## config.mk

```make
export PLATFORM = sky130hd
export DESIGN_NAME = bit8_acc_unit
export DESIGN_NICKNAME = d
export VERILOG_FILES = /design/src/rtl/bit8_acc_unit_pkg.sv /design/src/rtl/bit8_shift_mul.sv /design/src/rtl/bit8_acc_unit.sv
export SDC_FILE = /design/constraint.sdc
export NUM_CORES = 1
export LEC_CHECK = 0
export CAP_MARGIN = 20
export CORE_AREA = 2 2 121 123
export CTS_BUF_LIST = sky130_fd_sc_hd__clkbuf_4
export DETAILED_ROUTE_END_ITERATION = 6
export DIE_AREA = 0 0 123 125
export GPL_TIMING_DRIVEN = 0
export PLACE_DENSITY_LB_ADDON = 0.05
export RECOVER_POWER = 25
export SLEW_MARGIN = 10
export SYNTH_ARGS = -nofsm -noshare
export SYNTH_HDL_FRONTEND = slang
export SYNTH_SLANG_ARGS = --single-unit
export TNS_END_PERCENT = 100
```

## constraint.sdc

```tcl
create_clock -name clk -period 9.1 [get_ports clk]
set_input_delay 1.82 -clock clk [delete_from_list [all_inputs] [get_ports clk]]
set_output_delay 1.82 -clock clk [all_outputs]
set_load 0.1 [all_outputs]
```

## src/rtl/bit8_acc_unit_pkg.sv

```systemverilog
// ---------------------------------------------------------------
// bit8_acc_unit_pkg : op codes, FSM states, multiply step count
// Rev 1.0
// ---------------------------------------------------------------
`default_nettype none

package bit8_acc_unit_pkg;

  localparam int MUL_STEPS = 8;

  typedef enum logic [2:0] {
    OP_LOAD = 3'd0,
    OP_ADD  = 3'd1,
    OP_SUB  = 3'd2,
    OP_AND  = 3'd3,
    OP_OR   = 3'd4,
    OP_XOR  = 3'd5,
    OP_MUL  = 3'd6,
    OP_CLR  = 3'd7
  } op_t;

  typedef enum logic [0:0] {
    ST_IDLE = 1'b0,
    ST_MUL  = 1'b1
  } state_t;

endpackage

`default_nettype wire

```

## src/rtl/bit8_shift_mul.sv

```systemverilog
// ---------------------------------------------------------------
// bit8_shift_mul : iterative shift-add multiplier, one bit per cycle
// Rev 1.0
// ---------------------------------------------------------------
`default_nettype none

module bit8_shift_mul
  import bit8_acc_unit_pkg::*;
#(
  parameter int WIDTH = 8,
  parameter int STEPS = MUL_STEPS
) (
  input  logic               clk,
  input  logic               reset,
  input  logic               start,
  input  logic [WIDTH-1:0]   multiplicand,
  input  logic [WIDTH-1:0]   multiplier,
  output logic               busy,
  output logic               done,
  output logic [2*WIDTH-1:0] product
);

  localparam int CW = $clog2(STEPS);

  logic [WIDTH-1:0]   mcand;
  logic [WIDTH-1:0]   mplier;
  logic [2*WIDTH-1:0] prod;
  logic [CW-1:0]      count;
  logic [2*WIDTH-1:0] addend;

  // done/product describe the step being taken this cycle, so the caller
  // can write the result on the same edge as the final iteration.
  assign addend  = mplier[0] ? ({{WIDTH{1'b0}}, mcand} << count) : '0;
  assign product = prod + addend;
  assign done    = busy && (count == CW'(STEPS - 1));

  always_ff @(posedge clk) begin
    if (reset) begin
      busy   <= 1'b0;
      mcand  <= '0;
      mplier <= '0;
      prod   <= '0;
      count  <= '0;
    end else if (start) begin
      busy   <= 1'b1;
      mcand  <= multiplicand;
      mplier <= multiplier;
      prod   <= '0;
      count  <= '0;
    end else if (busy) begin
      prod   <= product;
      mplier <= mplier >> 1;
      count  <= count + 1'b1;
      if (done) busy <= 1'b0;
    end
  end

endmodule

`default_nettype wire

```

## src/rtl/bit8_acc_unit.sv

```systemverilog
// ---------------------------------------------------------------
// bit8_acc_unit : 8-bit accumulator/ALU stage with valid/ready input
// Rev 1.0
// ---------------------------------------------------------------
`default_nettype none

module bit8_acc_unit
  import bit8_acc_unit_pkg::*;
#(
  parameter int WIDTH = 8
) (
  input  logic             clk,
  input  logic             reset,
  input  logic             in_valid,
  output logic             in_ready,
  input  logic [2:0]       op,
  input  logic [WIDTH-1:0] operand,
  output logic [WIDTH-1:0] acc_out,
  output logic             carry,
  output logic             zero,
  output logic             busy,
  output logic             done
);

  state_t             state, state_nxt;
  op_t                op_e;
  logic               accept;
  logic               mul_start;
  logic               mul_done;
  logic [2*WIDTH-1:0] mul_product;
  logic [WIDTH:0]     alu_res;

  assign op_e      = op_t'(op);
  assign in_ready  = (state == ST_IDLE);
  assign accept    = in_valid && in_ready;
  assign mul_start = accept && (op_e == OP_MUL);

  bit8_shift_mul #(
    .WIDTH (WIDTH),
    .STEPS (MUL_STEPS)
  ) u_mul (
    .clk          (clk),
    .reset        (reset),
    .start        (mul_start),
    .multiplicand (acc_out),
    .multiplier   (operand),
    .busy         (busy),
    .done         (mul_done),
    .product      (mul_product)
  );

  always_ff @(posedge clk) begin
    if (reset) state <= ST_IDLE;
    else       state <= state_nxt;
  end

  always_comb begin
    state_nxt = state;
    case (state)
      ST_IDLE: if (mul_start) state_nxt = ST_MUL;
      ST_MUL:  if (mul_done)  state_nxt = ST_IDLE;
      default: state_nxt = ST_IDLE;
    endcase
  end

  // Bit WIDTH carries the ADD carry-out or the SUB borrow.
  always_comb begin
    alu_res = '0;
    case (op_e)
      OP_LOAD: alu_res = {1'b0, operand};
      OP_ADD:  alu_res = {1'b0, acc_out} + {1'b0, operand};
      OP_SUB:  alu_res = {1'b0, acc_out} - {1'b0, operand};
      OP_AND:  alu_res = {1'b0, acc_out & operand};
      OP_OR:   alu_res = {1'b0, acc_out | operand};
      OP_XOR:  alu_res = {1'b0, acc_out ^ operand};
      OP_MUL:  alu_res = '0;
      OP_CLR:  alu_res = '0;
      default: alu_res = '0;
    endcase
  end

  always_ff @(posedge clk) begin
    if (reset) begin
      acc_out <= '0;
      carry   <= 1'b0;
      zero    <= 1'b1;
      done    <= 1'b0;
    end else begin
      done <= 1'b0;
      if (accept && (op_e != OP_MUL)) begin
        acc_out <= alu_res[WIDTH-1:0];
        carry   <= alu_res[WIDTH];
        zero    <= (alu_res[WIDTH-1:0] == '0);
        done    <= 1'b1;
      end else if (mul_done) begin
        acc_out <= mul_product[WIDTH-1:0];
        carry   <= |mul_product[2*WIDTH-1:WIDTH];
        zero    <= (mul_product[WIDTH-1:0] == '0);
        done    <= 1'b1;
      end
    end
  end

endmodule

`default_nettype wire

```

==> impl_metrics.tcl, run 1 <==
set metrics [dict create \
    status "finished, final reports clean" \
    cp.required_ns 9.44 \
    hold_buffers 0 \
    final_common_cell "nor2_1" \
    core-area_sq_um 14200 \
    synthAdderAreaFrac_pct 13.9 \
    die_area_sq_um 15400 \
    synth_warnings 0 \
    grt_max_degree 16 \
    ant_nets 0 \
    cts_resized 0 \
    cp-start-kind "primary input" \
    yosys.area_share.xor_xnor_pct 4.64 \
    die_h_um 125 \
    wl_per_cell_um 17.2 \
    synth_top_family_by_area "compound AO/OA/AOI/OAI gates" \
    areaGrowthSynthToFinish_pct 12.6 \
    final_nets 627 \
    ys_types 68 \
    start_util_pct 29.2 \
    ys.flop_type "dfxtp_1" \
    post_drt_via_cell_ratio 5.17 \
    cts_root_buf "clkbuf_4" \
    finClkSkew_ns 0.0204 \
    cpMostUsedCell "nor2b_1" \
    hp-class "reg -> reg" \
    track_usage_pct 17.4 \
    sequentialPowerShare_pct 45.7 \
    fin_crit_ns 5.28 \
    busiest_layer "met2" \
    synth_area_sq_um 4150 \
    rows 44 \
    fin_util_pct 32.9 \
    vdd_ir_drop_max_mv 0.0396 \
    diodes 0 \
    place_congestion 0.818 \
    max_stage_delay_ns 0.56 \
    seq_area_frac_synth_pct 23.1 \
    worst_pin_slew_ns 0.976 \
    met2_usage_pct 31.0 \
    timing_hold_violations_final 0 \
    grtUsageMet3_pct 1.64 \
    met1_usage_pct 22.0 \
    ys_seq_elements 48 \
    syn_inst 538 \
    combPwrFrac_pct 33.2 \
    num_io_pins 27 \
    synth_area_per_cell_sq_um 7.72 \
    max_slew_margin_pct 34.7 \
    slowest_stage "dlygate4sd3_1" \
    synth-simple-area-share_pct 20.6 \
    drt_iter0_drc 184 \
    rsz0062_at_grt "no" \
    final_cell_mix "73 x nor2_1, 50 x nand2_1, 48 x dfxtp_1, 46 x a21oi_1, 42 x ha_1" \
    port_buffers 24 \
    p_clk_share_pct 21.2 \
    antenna_found_initial 0 \
    synth-compound-area-share_pct 23.6 \
    internal-power_mw 0.304 \
    ctsHtreeMaxLevel 2 \
    power.switching_mw 0.192 \
    crit_arrival_ns 5.62 \
    cts_sinks 48 \
    cts_setup_buffers 0 \
    leakagePower_nw 1.84 \
    setup-violations-final 0 \
    fill_cells 1570 \
    finalSetupTns_ns 0 \
    async_flop_share_pct 0 \
    critical_path.cell_chain "dlygate4sd3_1 -> and2b_4 -> nor2b_1 -> buf_2 -> mux2_2 -> fa_1 -> nor2b_1 -> o21ai_0 -> a21boi_0 -> o21a_1 -> nor4_1 -> or3_1 -> a311oi_1 -> o31a_1" \
    critical_path_class "in -> reg" \
    grt_pass1_wl_um 21000 \
    routed-via-count 3899 \
    drt_pass1_iterations 4 \
    endpoint_kind "register" \
    synth_mux_area_share_pct 7.62 \
    clk_pin_slew_worst_paths_ns 0.16 \
    maxCapViolations 0 \
    syn_nets 596 \
    totalWireLength_um 12900 \
    post-route-drc-count 0 \
    holdWs_ns 0.483 \
    clock_path_buffers 2 \
    p_per_area_nw_per_um2 106 \
    clock.fmax_mhz 189 \
    grt_pass1_vias 3947 \
    grt_overflow 0 \
    synth_edf_count 0 \
    cts_tree "yes" \
    p_sw_share_pct 38.7 \
    slew_violations 0 \
    crit_fanout 8 \
    hpwl_um 10400 \
    period_share_pct 58.0 \
    drive_gt1_share_pct 5.79 \
    clkLatencyLatePin_ns 0.39 \
    die_w_um 123 \
    numCtsBuffers 5 \
]
## metrics by stage
| stage | total power, mW | std cells | setup slack, ns | area, sq um |
|---|---|---|---|---|
| 3_3_place_gp | 0.394 | 746 | 3.62 | 4620 |
| 2_1_floorplan | 0.349 | 538 | 4.53 | 4150 |
| 6_report | 0.496 | 754 | 3.82 | 4680 |
| 5_1_grt | 0.525 | 754 | 3.57 | 4680 |
| 4_1_cts | 0.504 | 754 | 3.96 | 4680 |
| 3_5_place_dp | 0.396 | 746 | 3.54 | 4620 |
## power groups by stage
stage	Combinational [mW]	Clock (mW)	Sequential, mW
global route	0.180	0.116	0.228
floorplan	0.0885	0	0.260
detailed placement	0.164	0	0.231
CTS	0.165	0.112	0.227
finish	0.164	0.105	0.226
global placement	0.163	0	0.231
## area by class of cell
type | count | area, sq um | area share, %
Tap cell | 184 | 230 | 4.92
Buffer | 32 | 159 | 3.40
Inverter | 30 | 113 | 2.41
Clock buffer | 5 | 37.5 | 0.803
Timing Repair Buffer | 24 | 240 | 5.14
Sequential cell | 48 | 961 | 20.5
Clock inverter | 3 | 18.8 | 0.401
Multi-Input combinational cell | 428 | 2920 | 62.4
## cell usage after synthesis (all sizes together), types with 3 or more instances
master	count	area [sq um]
and2	3	18.8
a22o	3	26.3
a311oi	8	70.1
nor3	8	40.0
a21o	8	60.1
a31oi	6	37.5
mux2	5	56.3
xnor2	17	149
xor2	5	43.8
ha	42	526
or3	5	31.3
nand3	17	85.1
o21a	8	60.1
a21oi	46	230
a22oi	4	30.0
o21ai	17	85.1
nor2b	11	76.3
a221oi	3	32.5
clkbuf	19	71.3
a211oi	15	118
mux2i	26	260
inv	29	109
nor2	74	280
nor4	4	25.0
dfxtp	48	961
nand2	50	190
buf	13	87.6
## worst max-delay path, delay by kind of cell
kind / cells / cell delay, ns
buffers and inverters: 2 / 0.78
muxes: 1 / 0.40
and+or+nand+nor: 5 / 0.98
adders and majority gates: 1 / 0.46
AOI/OAI and AO/OA: 5 / 1.18
## state kept, by name, summed over array words and instances, names as in the netlist
register,cells
zero,1
acc_out,8
state,1
u_mul.mplier,8
u_mul.prod,16
u_mul.busy,1
done,1
u_mul.mcand,8
u_mul.count,3
carry,1
## path summary, 6_finish.rpt
| kind | from | to | slack, ns | cells after the start |
|---|---|---|---|---|
| max | op[0] | carry | 3.82 | 14 |
| max reg2reg | u_mul.count[1] | carry | 4.98 | 16 |
| min | state | state | 0.48 | 2 |
| min reg2reg | state | state | 0.48 | 2 |
## layer usage
metal,vias to the layer above,part of all wire (%)
met4,0,2.4
met2,54,50
met1,1843,46
met3,22,2.2
met5,-,0
li1,1980,-
## cells by family (layout without fill, tap and decap cells)
kind of cell	after synthesis	after routing
multiplexers	31	31
XOR/XNOR	22	22
buffers and inverters	62	94
AO/OA/AOI/OAI	143	143
flip-flops	48	48
adder cells (fa/ha/maj)	45	45
AND/OR/NAND/NOR	187	187
No activity file was read; power rests on OpenSTA's default activity.
==> inputs of run 2 (changes only) <==
==> constraint.sdc (replaced) <==
create_clock -name clk -period 5.4 [get_ports clk]
set_input_delay 1.08 -clock clk [delete_from_list [all_inputs] [get_ports clk]]
set_output_delay 1.08 -clock clk [all_outputs]
set_load 0.1 [all_outputs]
==> results of run 2 <==
Same layout as run 1 (identical final DEF). Status: finished, final reports clean.
Main changes from that run: setup slack after placement 3.54 ns -> 0.584 ns; setup slack after layout 3.82 ns -> 0.859 ns; register-to-register setup slack 4.98 ns -> 1.28 ns; total power 0.496 mW -> 0.835 mW; worst IR drop on VDD 0.0396 mV -> 0.0667 mV
==> inputs of run 3 (changes only) <==
==> constraint.sdc (replaced) <==
create_clock -name clk -period 4.37 [get_ports clk]
set_input_delay 0.874 -clock clk [delete_from_list [all_inputs] [get_ports clk]]
set_output_delay 0.874 -clock clk [all_outputs]
set_load 0.1 [all_outputs]
==> run 3 against run 2 <==
Via count unchanged. Critical endpoint unchanged. Power increased by 24%. Combinational power grew 24%. Largest power group unchanged.
==> impl_metrics.tcl, run 3 (synthesis gave the netlist of run 1 again) <==
set metrics [dict create \
    largest_reg_flops 16 \
    fill_cells 1571 \
    place_congestion 0.818 \
    die_h_um 125 \
    grt_pass1_vias 3947 \
    grt_max_degree 16 \
    endpoint_kind "register" \
    num_io_pins 27 \
    met2_usage_pct 31.0 \
    maxCapViolations 0 \
    totalWireLength_um 12900 \
    status "finished, final reports clean" \
    post_drt_via_cell_ratio 5.17 \
    final_common_cell "nor2_1" \
    worst_pin_slew_ns 0.976 \
    crit_fanout 10 \
    r2r_slack_ns 0.25 \
    slew_violations 0 \
    die_area_sq_um 15400 \
    setup-violations-final 0 \
    numCtsBuffers 5 \
    cts_root_buf "clkbuf_4" \
    timing_hold_violations_final 0 \
    drt_pass1_iterations 5 \
    clock.fmax_mhz 243 \
    p_per_area_nw_per_um2 220 \
    fin_util_pct 33.0 \
    die_w_um 123 \
    hpwl_um 10400 \
    post-route-drc-count 0 \
    grt_overflow 0 \
    start_util_pct 29.2 \
    cts_setup_buffers 0 \
    multi_input_area_sq_um 2920 \
    areaGrowthSynthToFinish_pct 12.8 \
    met1_usage_pct 22.0 \
    cts_tree "yes" \
    cts_sinks 48 \
    ctsHtreeMaxLevel 2 \
    period_share_pct 94.3 \
    max_slew_margin_pct 34.7 \
    fin_crit_ns 4.12 \
    antenna_found_initial 0 \
    total_power_mw 1.03 \
    busiest_layer "met2" \
    clock_path_buffers 2 \
    crit_arrival_ns 4.41 \
    port_buffers 24 \
    final_area_sq_um 4680 \
    cp.required_ns 4.66 \
    critical_path_class "reg -> reg" \
    seq_area_sq_um 961 \
    wl_per_cell_um 17.1 \
    final_nets 627 \
    rows 44 \
    drive_gt1_share_pct 5.96 \
    cp-start-kind "register" \
    grt_pass1_wl_um 21000 \
    clk_pin_slew_worst_paths_ns 0.15 \
    clkLatencyLatePin_ns 0.38 \
    postPlaceCellArea_sq_um 4620 \
    grtUsageMet3_pct 1.64 \
    max_flop_register "u_mul.prod" \
    rsz0062_at_grt "no" \
    vdd_ir_drop_max_mv 0.0821 \
    finClkSkew_ns 0.0172 \
    routed-via-count 3899 \
    track_usage_pct 17.4 \
    final_cell_mix "73 x nor2_1, 50 x nand2_1, 48 x dfxtp_1, 46 x a21oi_1, 42 x ha_1" \
    leakagePower_nw 1.84 \
    core-area_sq_um 14200 \
    diodes 0 \
    drt_iter0_drc 196 \
    hp-class "reg -> reg" \
    ant_nets 0 \
    finalSetupTns_ns 0 \
]
run 3: final timing paths:
path / from / end / cells after the start
setup reg to reg: u_mul.count[1] / carry / 16
hold / removal: state / state / 2
setup / recovery: u_mul.count[1] / carry / 16
hold reg to reg: state / state / 2
run 3: layout make-up:
class | instances | area share (%)
Buffer | 32 | 3.39
Clock inverter | 3 | 0.401
Inverter | 30 | 2.40
Multi-Input combinational cell | 428 | 62.4
Sequential cell | 48 | 20.5
Timing Repair Buffer | 24 | 5.13
Tap cell | 184 | 4.92
Clock buffer | 5 | 0.801
run 3: critical path, stage by stage (launching register included):
cell and delay, ns:
dfxtp_1 0.37, clkbuf_1 0.24, clkbuf_1 0.42, mux2i_1 0.29, nand2_1 0.07, o21ai_0 0.15
mux2i_1 0.11, and2_1 0.18, ha_1 0.37, nand3_1 0.14, nor4_1 0.25, nor2_1 0.14
and2b_1 0.19, xnor2_1 0.15, a2111oi_0 0.44, o2111ai_1 0.23, o31a_1 0.28
run 3: stage by stage:
stage	setup slack [ns]	hold slack, ns	std cells
4_1_cts	0.173	0.487	754
3_5_place_dp	-0.240	0.467	746
6_report	0.248	0.483	754
3_3_place_gp	-0.169	0.468	746
5_1_grt	0.0125	0.521	754
2_1_floorplan	0.745	0.445	538
run 3: where the power goes:
part / internal (mW) / switching, mW / total, mW
clock: 0.0609 / 0.156 / 0.217
combinational: 0.121 / 0.223 / 0.343
sequential: 0.452 / 0.0190 / 0.471
total: 0.634 / 0.398 / 1.03
run 3: metal layers:
layer,vias up,wire length (um)
met2,55,6480
met4,0,266
met5,-,0
li1,1979,-
met3,20,303
met1,1845,5880
run 3: what timing repair did:
action                                 in CTS  in global routing
endpoints found under the hold margin       0                  0
hold buffers                                0                  0
resized for setup                           0                  2
setup endpoints to repair                   0                  1
